### src/rtl/wb_select_buffer_if.sv
// rtl/wb_select_buffer_if.sv - write-back request/result handshake bundle
interface wb_select_buffer_if #(
    parameter int WIDTH = 32,
    parameter int NSRC  = 10,
    parameter int SELW  = 4
);
    logic                    in_valid;
    logic                    in_ready;
    logic [SELW-1:0]         sel;
    logic [1:0]              ext_mode;
    logic [NSRC*WIDTH-1:0]   src_data;
    logic                    out_valid;
    logic                    out_ready;
    logic [WIDTH-1:0]        out_data;
    logic [SELW-1:0]         out_sel;

    modport master (
        output in_valid, sel, ext_mode, src_data, out_ready,
        input  in_ready, out_valid, out_data, out_sel
    );

    modport slave (
        input  in_valid, sel, ext_mode, src_data, out_ready,
        output in_ready, out_valid, out_data, out_sel
    );
endinterface

### src/rtl/wb_select_buffer.sv
// rtl/wb_select_buffer.sv - write-back source select/extend into a 2-entry result FIFO
// Optional macro WB_CONST_SRC_EN: selector CONST_IDX yields CONST_VAL instead of its src_data slot.
module wb_select_buffer #(
    parameter int          WIDTH     = 32,
    parameter int          NSRC      = 10,
    parameter int          SELW      = 4,
    parameter int          CONST_IDX = 7,
    parameter logic [31:0] CONST_VAL = 32'd227
) (
    input  logic                clk,
    input  logic                reset,
    wb_select_buffer_if.slave   bus,
    output logic                err_sel,
    output logic [15:0]         accept_cnt
);
    localparam int HALF = WIDTH / 2;

    typedef enum logic [1:0] {EMPTY, ONE, FULL} state_t;

    state_t            state, state_nxt;
    logic [WIDTH-1:0]  sel_word, new_data;
    logic [WIDTH-1:0]  head_data, tail_data;
    logic [SELW-1:0]   head_sel, tail_sel;
    logic              sel_oob;
    logic              accept, consume;
    logic              load_head_new, load_head_tail, load_tail;

    // Out-of-range selectors match no slot and so fall through to zero.
    always_comb begin
        sel_word = '0;
        for (int k = 0; k < NSRC; k++) begin
            if (bus.sel == SELW'(k))
                sel_word = bus.src_data[k*WIDTH +: WIDTH];
        end
`ifdef WB_CONST_SRC_EN
        if (bus.sel == SELW'(CONST_IDX))
            sel_word = WIDTH'(CONST_VAL);
`endif
        sel_oob = (int'(bus.sel) >= NSRC);
    end

    always_comb begin
        new_data = sel_word;
        case (bus.ext_mode)
            2'b00: new_data = sel_word;
            2'b01: begin
                new_data = '0;
                new_data[HALF-1:0] = sel_word[HALF-1:0];
            end
            2'b10: begin
                new_data = {WIDTH{sel_word[HALF-1]}};
                new_data[HALF-1:0] = sel_word[HALF-1:0];
            end
            default: begin
                new_data = '0;
                new_data[7:0] = sel_word[7:0];
            end
        endcase
    end

    assign accept        = bus.in_valid && (state != FULL);
    assign consume       = (state != EMPTY) && bus.out_ready;
    assign bus.in_ready  = (state != FULL);
    assign bus.out_valid = (state != EMPTY);
    assign bus.out_data  = head_data;
    assign bus.out_sel   = head_sel;

    always_ff @(posedge clk) begin
        if (reset)
            state <= EMPTY;
        else
            state <= state_nxt;
    end

    always_comb begin
        state_nxt      = state;
        load_head_new  = 1'b0;
        load_head_tail = 1'b0;
        load_tail      = 1'b0;
        case (state)
            EMPTY: begin
                if (accept) begin
                    state_nxt     = ONE;
                    load_head_new = 1'b1;
                end
            end
            ONE: begin
                if (accept && !consume) begin
                    state_nxt = FULL;
                    load_tail = 1'b1;
                end else if (consume && !accept) begin
                    state_nxt = EMPTY;
                end else if (accept && consume) begin
                    load_head_new = 1'b1;
                end
            end
            FULL: begin
                if (consume) begin
                    state_nxt      = ONE;
                    load_head_tail = 1'b1;
                end
            end
            default: state_nxt = EMPTY;
        endcase
    end

    always_ff @(posedge clk) begin
        if (reset) begin
            head_data  <= '0;
            head_sel   <= '0;
            tail_data  <= '0;
            tail_sel   <= '0;
            err_sel    <= 1'b0;
            accept_cnt <= '0;
        end else begin
            if (load_head_new) begin
                head_data <= new_data;
                head_sel  <= bus.sel;
            end else if (load_head_tail) begin
                head_data <= tail_data;
                head_sel  <= tail_sel;
            end
            if (load_tail) begin
                tail_data <= new_data;
                tail_sel  <= bus.sel;
            end
            if (accept) begin
                accept_cnt <= accept_cnt + 16'd1;
                if (sel_oob)
                    err_sel <= 1'b1;
            end
        end
    end
endmodule

### src/flat_wrapper.sv
// flat-port wrapper written by rule: the top's interface ports become plain ports
module wb_select_buffer_flat 
#(
    parameter int          WIDTH     = 32,
    parameter int          NSRC      = 10,
    parameter int          SELW      = 4,
    parameter int          CONST_IDX = 7,
    parameter logic [31:0] CONST_VAL = 32'd227
)
  (clk, reset, err_sel, accept_cnt, bus_in_valid, bus_sel, bus_ext_mode, bus_src_data, bus_out_ready, bus_in_ready, bus_out_valid, bus_out_data, bus_out_sel);
  wb_select_buffer_if #(.WIDTH(WIDTH), .NSRC(NSRC), .SELW(SELW)) bus_i ();
  input  logic clk;
  input  logic reset;
  output logic err_sel;
  output logic [15:0] accept_cnt;
  input wire logic [$bits(bus_i.in_valid)-1:0] bus_in_valid;
  input wire logic [$bits(bus_i.sel)-1:0] bus_sel;
  input wire logic [$bits(bus_i.ext_mode)-1:0] bus_ext_mode;
  input wire logic [$bits(bus_i.src_data)-1:0] bus_src_data;
  input wire logic [$bits(bus_i.out_ready)-1:0] bus_out_ready;
  output wire logic [$bits(bus_i.in_ready)-1:0] bus_in_ready;
  output wire logic [$bits(bus_i.out_valid)-1:0] bus_out_valid;
  output wire logic [$bits(bus_i.out_data)-1:0] bus_out_data;
  output wire logic [$bits(bus_i.out_sel)-1:0] bus_out_sel;
  assign bus_i.in_valid = bus_in_valid;
  assign bus_i.sel = bus_sel;
  assign bus_i.ext_mode = bus_ext_mode;
  assign bus_i.src_data = bus_src_data;
  assign bus_i.out_ready = bus_out_ready;
  assign bus_in_ready = bus_i.in_ready;
  assign bus_out_valid = bus_i.out_valid;
  assign bus_out_data = bus_i.out_data;
  assign bus_out_sel = bus_i.out_sel;
  wb_select_buffer #(.WIDTH(WIDTH), .NSRC(NSRC), .SELW(SELW), .CONST_IDX(CONST_IDX), .CONST_VAL(CONST_VAL)) u_core (.clk(clk), .reset(reset), .bus(bus_i), .err_sel(err_sel), .accept_cnt(accept_cnt));
endmodule
### config.mk
export PLATFORM = sky130hd
export DESIGN_NAME = wb_select_buffer_flat
export DESIGN_NICKNAME = d
export VERILOG_FILES = /design/src/rtl/wb_select_buffer_if.sv /design/src/rtl/wb_select_buffer.sv /design/src/flat_wrapper.sv
export SDC_FILE = /design/constraint.sdc
export NUM_CORES = 1
export LEC_CHECK = 0
export BUFFER_PORTS_ARGS = -buffer_cell sky130_fd_sc_hd__buf_2
export CORE_AREA = 3 3 150 152
export DETAILED_ROUTE_END_ITERATION = 7
export DIE_AREA = 0 0 153 155
export PLACE_DENSITY = 0.65
export RECOVER_POWER = 25
export SLEW_MARGIN = 15
export SYNTH_ARGS = -nofsm -noshare
export SYNTH_HDL_FRONTEND = slang
export SYNTH_SLANG_ARGS = --single-unit
### constraint.sdc
create_clock -name clk -period 3.1 [get_ports clk]
set_input_delay 0 -clock clk [delete_from_list [all_inputs] [get_ports clk]]
set_output_delay 0 -clock clk [all_outputs]
set_load 0.02 [all_outputs]
==> out/results.env <==
FIN_WS_PS=586.9
YOSYSWARNINGS=0
SYNTHFLOPTYPE='dfxtp_1'
SYNTHCELLS=975
FINAL.FILL_COUNT=2236
DIEWIDTH_UM=153
PLACEABLECOREAREA_MM2=0.02115
GRT_REMAINING_OVERFLOW=0
MAX_CAP_VIOL_COUNT=0
R2R_SETUP_SLACK_PS=590
FINALCRITPERIODSHARE=0.8107
ROUTED_VIA_DENSITY=5.472
NUM_VIAS=8689
CRITICAL_PATH_PEAK_FANOUT=15
CLK_PIN_SLEW_WORST_PATHS_PS=60
POST_SYNTH_NUM_CELL_TYPES=67
AVGSYNTHCELLAREA_UM2=7.290
WORST_SETUP_PATH_START_KIND='flip-flop'
PLACE.DETAILED.INSTANCES=1566
FMAX_MHz=397.9
ENDPOINT_KIND='flip-flop'
FIRST_GLOBAL_VIAS=8271
PIN_COUNT_OF_THE_BIGGEST_NET_ENTERING_GLOBAL_ROUTING=58
DETAILEDROUTE.FIRSTPASSITERATIONCOUNT=7
INSERTION_DELAY_PS=340
FINAL_HOLD_VIOL_COUNT=0
WORST-ENDPOINT-ARRIVAL_PS=2780
CORE.ROWCOUNT=53
POST_SYNTH_EDFFS=0
SYN-NUM-NETS=1308
HOLD_START='bus_ext_mode[0]'
YOSYSSEQAREASHARE=0.2563
RUN_STATUS='finished clean'
GRT_PASS1_WL_UM=49150
GRT_SETUP_UNREPAIRED='no'
DETAIL_ROUTE.WIRELENGTH_UM=33320
P_LEAK_nW=4.003
WORST_HOLD_PATH.NUM_CELLS=2
POST-ROUTE-DRC-COUNT=0
IRDROPWORSTVDD_mV=0.2473
DRT.ANTENNA.VIOLATING_NETS=0
DRT-WIRELENGTH-PER-CELL_UM=20.98
GRTUSAGETOTAL=0.2638
CLOCKROOTBUFFER='clkbuf_16'
POST_ROUTE_CELLS_DRIVE_ABOVE_1_SHARE=0.3326
SETUP_VIOLATIONS_FINAL=0
MIN_DELAY_WORST_ENDPOINT='u_core.bus.out_data[27]'
RR_STARTPOINT='u_core.state[0]'
SLEW_HEADROOM=0.3845
ASYNCSETRESETFLOPFRACSYNTH=0
CTS_BUFFER_DEPTH=2
PLACE_WS_PS=605.8
SYNTH.FF_LATCH_COUNT=91
NUMBER_OF_SLEW_LIMIT_VIOLATIONS_IN_THE_FINAL_REPORT=0
FINAL_PERIOD_MINUS_WORST_SETUP_SLACK_PS=2513
DESTINATION_OF_THE_WORST_REGISTER_TO_REGISTER_TIMING_PATH='u_core.bus.out_data[25]'
SYNTH_CELL_AREA_MM2=0.007108
STARTING_DENSITY=0.3360
TRITONCTS='done'
GRT_ANTENNA_BEFORE_REPAIR=5
DRT_FIRST_ITER_VIOLATIONS=642
FF2FF_PATH_DEPTH=8
AREA_GROWTH_SYN_TO_LAYOUT_PCT=32.21
FIN_WORST_SKEW_PS=8.312
DIEHEIGHT_UM=155
POWER-PER-CELL-AREA_mW_PER_MM2=360.5
DIEAREA_MM2=0.02372
MAX_SLEW.WORST_PIN.SLEW_PS=921.1
FINISHED_LAYOUT_CELLS=1588
GP_CONGESTION=0.9440
TIMING.HOLD.WORST.CLASS='input pin to flip-flop'
FINAL_NET_COUNT=1636
REQUIRED_TIME_REPORTED_FOR_THE_CRITICAL_PATH_ENDPOINT_PS=3370
PLACED_WIRE_LENGTH_ESTIMATE_UM=26490
DESIGN.PORTCOUNT=385
PORT-BUFFER-COUNT=384
CTSHTREEMAXLEVEL=3
CTS-BUFFERS-INSERTED=9
PATH_CLASS='flip-flop to flip-flop'
SETUP_TNS_FINAL_PS=0
CTS.SINK_COUNT=91
-- through the flow --
stage | hold WS [ps] | power [W] | utilization | cell area [um^2]
global route | 15.04 | 0.003568 | 0.4441 | 9395
floorplan | 194.7 | 0.001902 | - | 7108
detailed placement | 329.5 | 0.002351 | 0.4318 | 9134
finish | 8.465 | 0.003388 | 0.4443 | 9398
CTS | 5.870 | 0.003415 | 0.4458 | 9430
global placement | 334.3 | 0.002343 | 0.4318 | 9134
-- timing repair --
item / CTS / global route
setup buffers: 0 / 0
hold buffers: 1 / 0
gates resized for setup: 0 / 0
endpoints found under the hold margin: 1 / 0
-- placed cells by master, fill, tap and decap left out, types with 6 or more instances in the layout --
cell type	n
a211oi_1	25
o32ai_1	6
mux4_2	6
a221oi_1	7
nand3_1	17
mux2i_1	47
a2111oi_0	6
buf_4	27
nand3b_1	17
inv_1	26
or3b_2	7
nor2b_1	22
nand2_1	106
o2bb2ai_1	8
o31a_1	19
nor2_1	108
dfxtp_1	91
buf_2	346
o22ai_1	12
clkbuf_1	36
a21oi_1	97
xor2_1	10
nor3_1	27
a311oi_1	12
mux2_2	12
a22oi_1	7
clkbuf_16	9
a31o_2	6
o21ai_0	74
a31oi_1	14
nand2b_1	16
-- power by group --
| group | internal, W | switching (W) |
|---|---|---|
| registers | 0.00124 | 0.0000410 |
| logic | 0.000432 | 0.000613 |
| clock network | 0.000576 | 0.000485 |
| total | 0.00225 | 0.00114 |
-- critical path, cell delays in order, from the launching register on --
cell	delay (ps)
dfxtp_1	390
nand2b_1	260
nand2_1	200
inv_1	230
ha_1	180
nand2_1	80
a21oi_2	650
nand2_1	250
o22ai_1	210
-- worst max path at each step --
stage / start / cells after the start / slack (ps) / end
final: u_core.state[0] / 8 / 590 / u_core.bus.out_data[25]
after global routing: u_core.state[1] / 9 / 310 / u_core.tail_data[15]
after CTS: u_core.state[0] / 8 / 590 / u_core.bus.out_data[25]
after detailed placement: u_core.state[1] / 9 / 610 / u_core.tail_data[15]
after global placement: u_core.state[0] / 8 / 680 / u_core.bus.out_data[6]
after floorplan: u_core.state[0] / 9 / 950 / u_core.bus.out_data[30]
-- per-layer routing --
layer  wire, um  global-route usage  vias up
li1           -                   -     4222
met1      14380              0.3609     4050
met2      15860              0.4293      375
met4        691             0.07085        0
met3       2392             0.04924       42
met5          0                   0        -
-- flip-flops by register name (all words and copies together) (netlist names) --
name                 cells
u_core.tail_data        32
u_core.state             2
u_core.err_sel           1
u_core.bus.out_sel       4
u_core.tail_sel          4
u_core.accept_cnt       16
u_core.bus.out_data     32
-- final cells by class --
cell class                      count  area (um^2)  share of cell area
Antenna cell                        5        12.51            0.001331
Multi-Input combinational cell    764         4745              0.5049
Clock buffer                       10        239.0             0.02543
Tap cell                          275        344.1             0.03661
Timing Repair Buffer              411         2091              0.2225
Inverter                           26        97.59             0.01038
Sequential cell                    91         1822              0.1938
Clock inverter                      6        47.55            0.005059
-- kinds of logic after synthesis --
| logic type | after synthesis | synth area share |
|---|---|---|
| simple gates | 352 | 0.2375 |
| compound gates | 329 | 0.2994 |
| buf+inv | 120 | 0.07886 |
| flops | 91 | 0.2563 |
| mux | 65 | 0.1042 |
| xor+xnor | 15 | 0.01848 |
| fa+ha+maj | 3 | 0.005281 |
-- Yosys cell counts (8+ instances only) --
cell type	number	area (um^2)
nor2_1	110	412.9
nand2_1	106	397.9
a21oi_1	98	490.5
dfxtp_1	91	1822
o21ai_0	74	370.4
clkbuf_1	47	176.4
mux2i_1	47	470.5
buf_2	28	140.1
nor3_1	27	135.1
inv_1	26	97.59
a211oi_1	25	187.7
nor2b_1	22	137.6
o31a_1	19	166.4
nand3_1	17	85.08
nand3b_1	17	127.6
nand2b_1	16	100.1
a31oi_1	14	87.58
a311oi_1	12	105.1
buf_4	12	90.09
mux2_2	12	135.1
o22ai_1	12	75.07
xor2_1	10	87.58
o2bb2ai_1	8	70.07
Note: power is estimated with default switching activity, not from simulation.
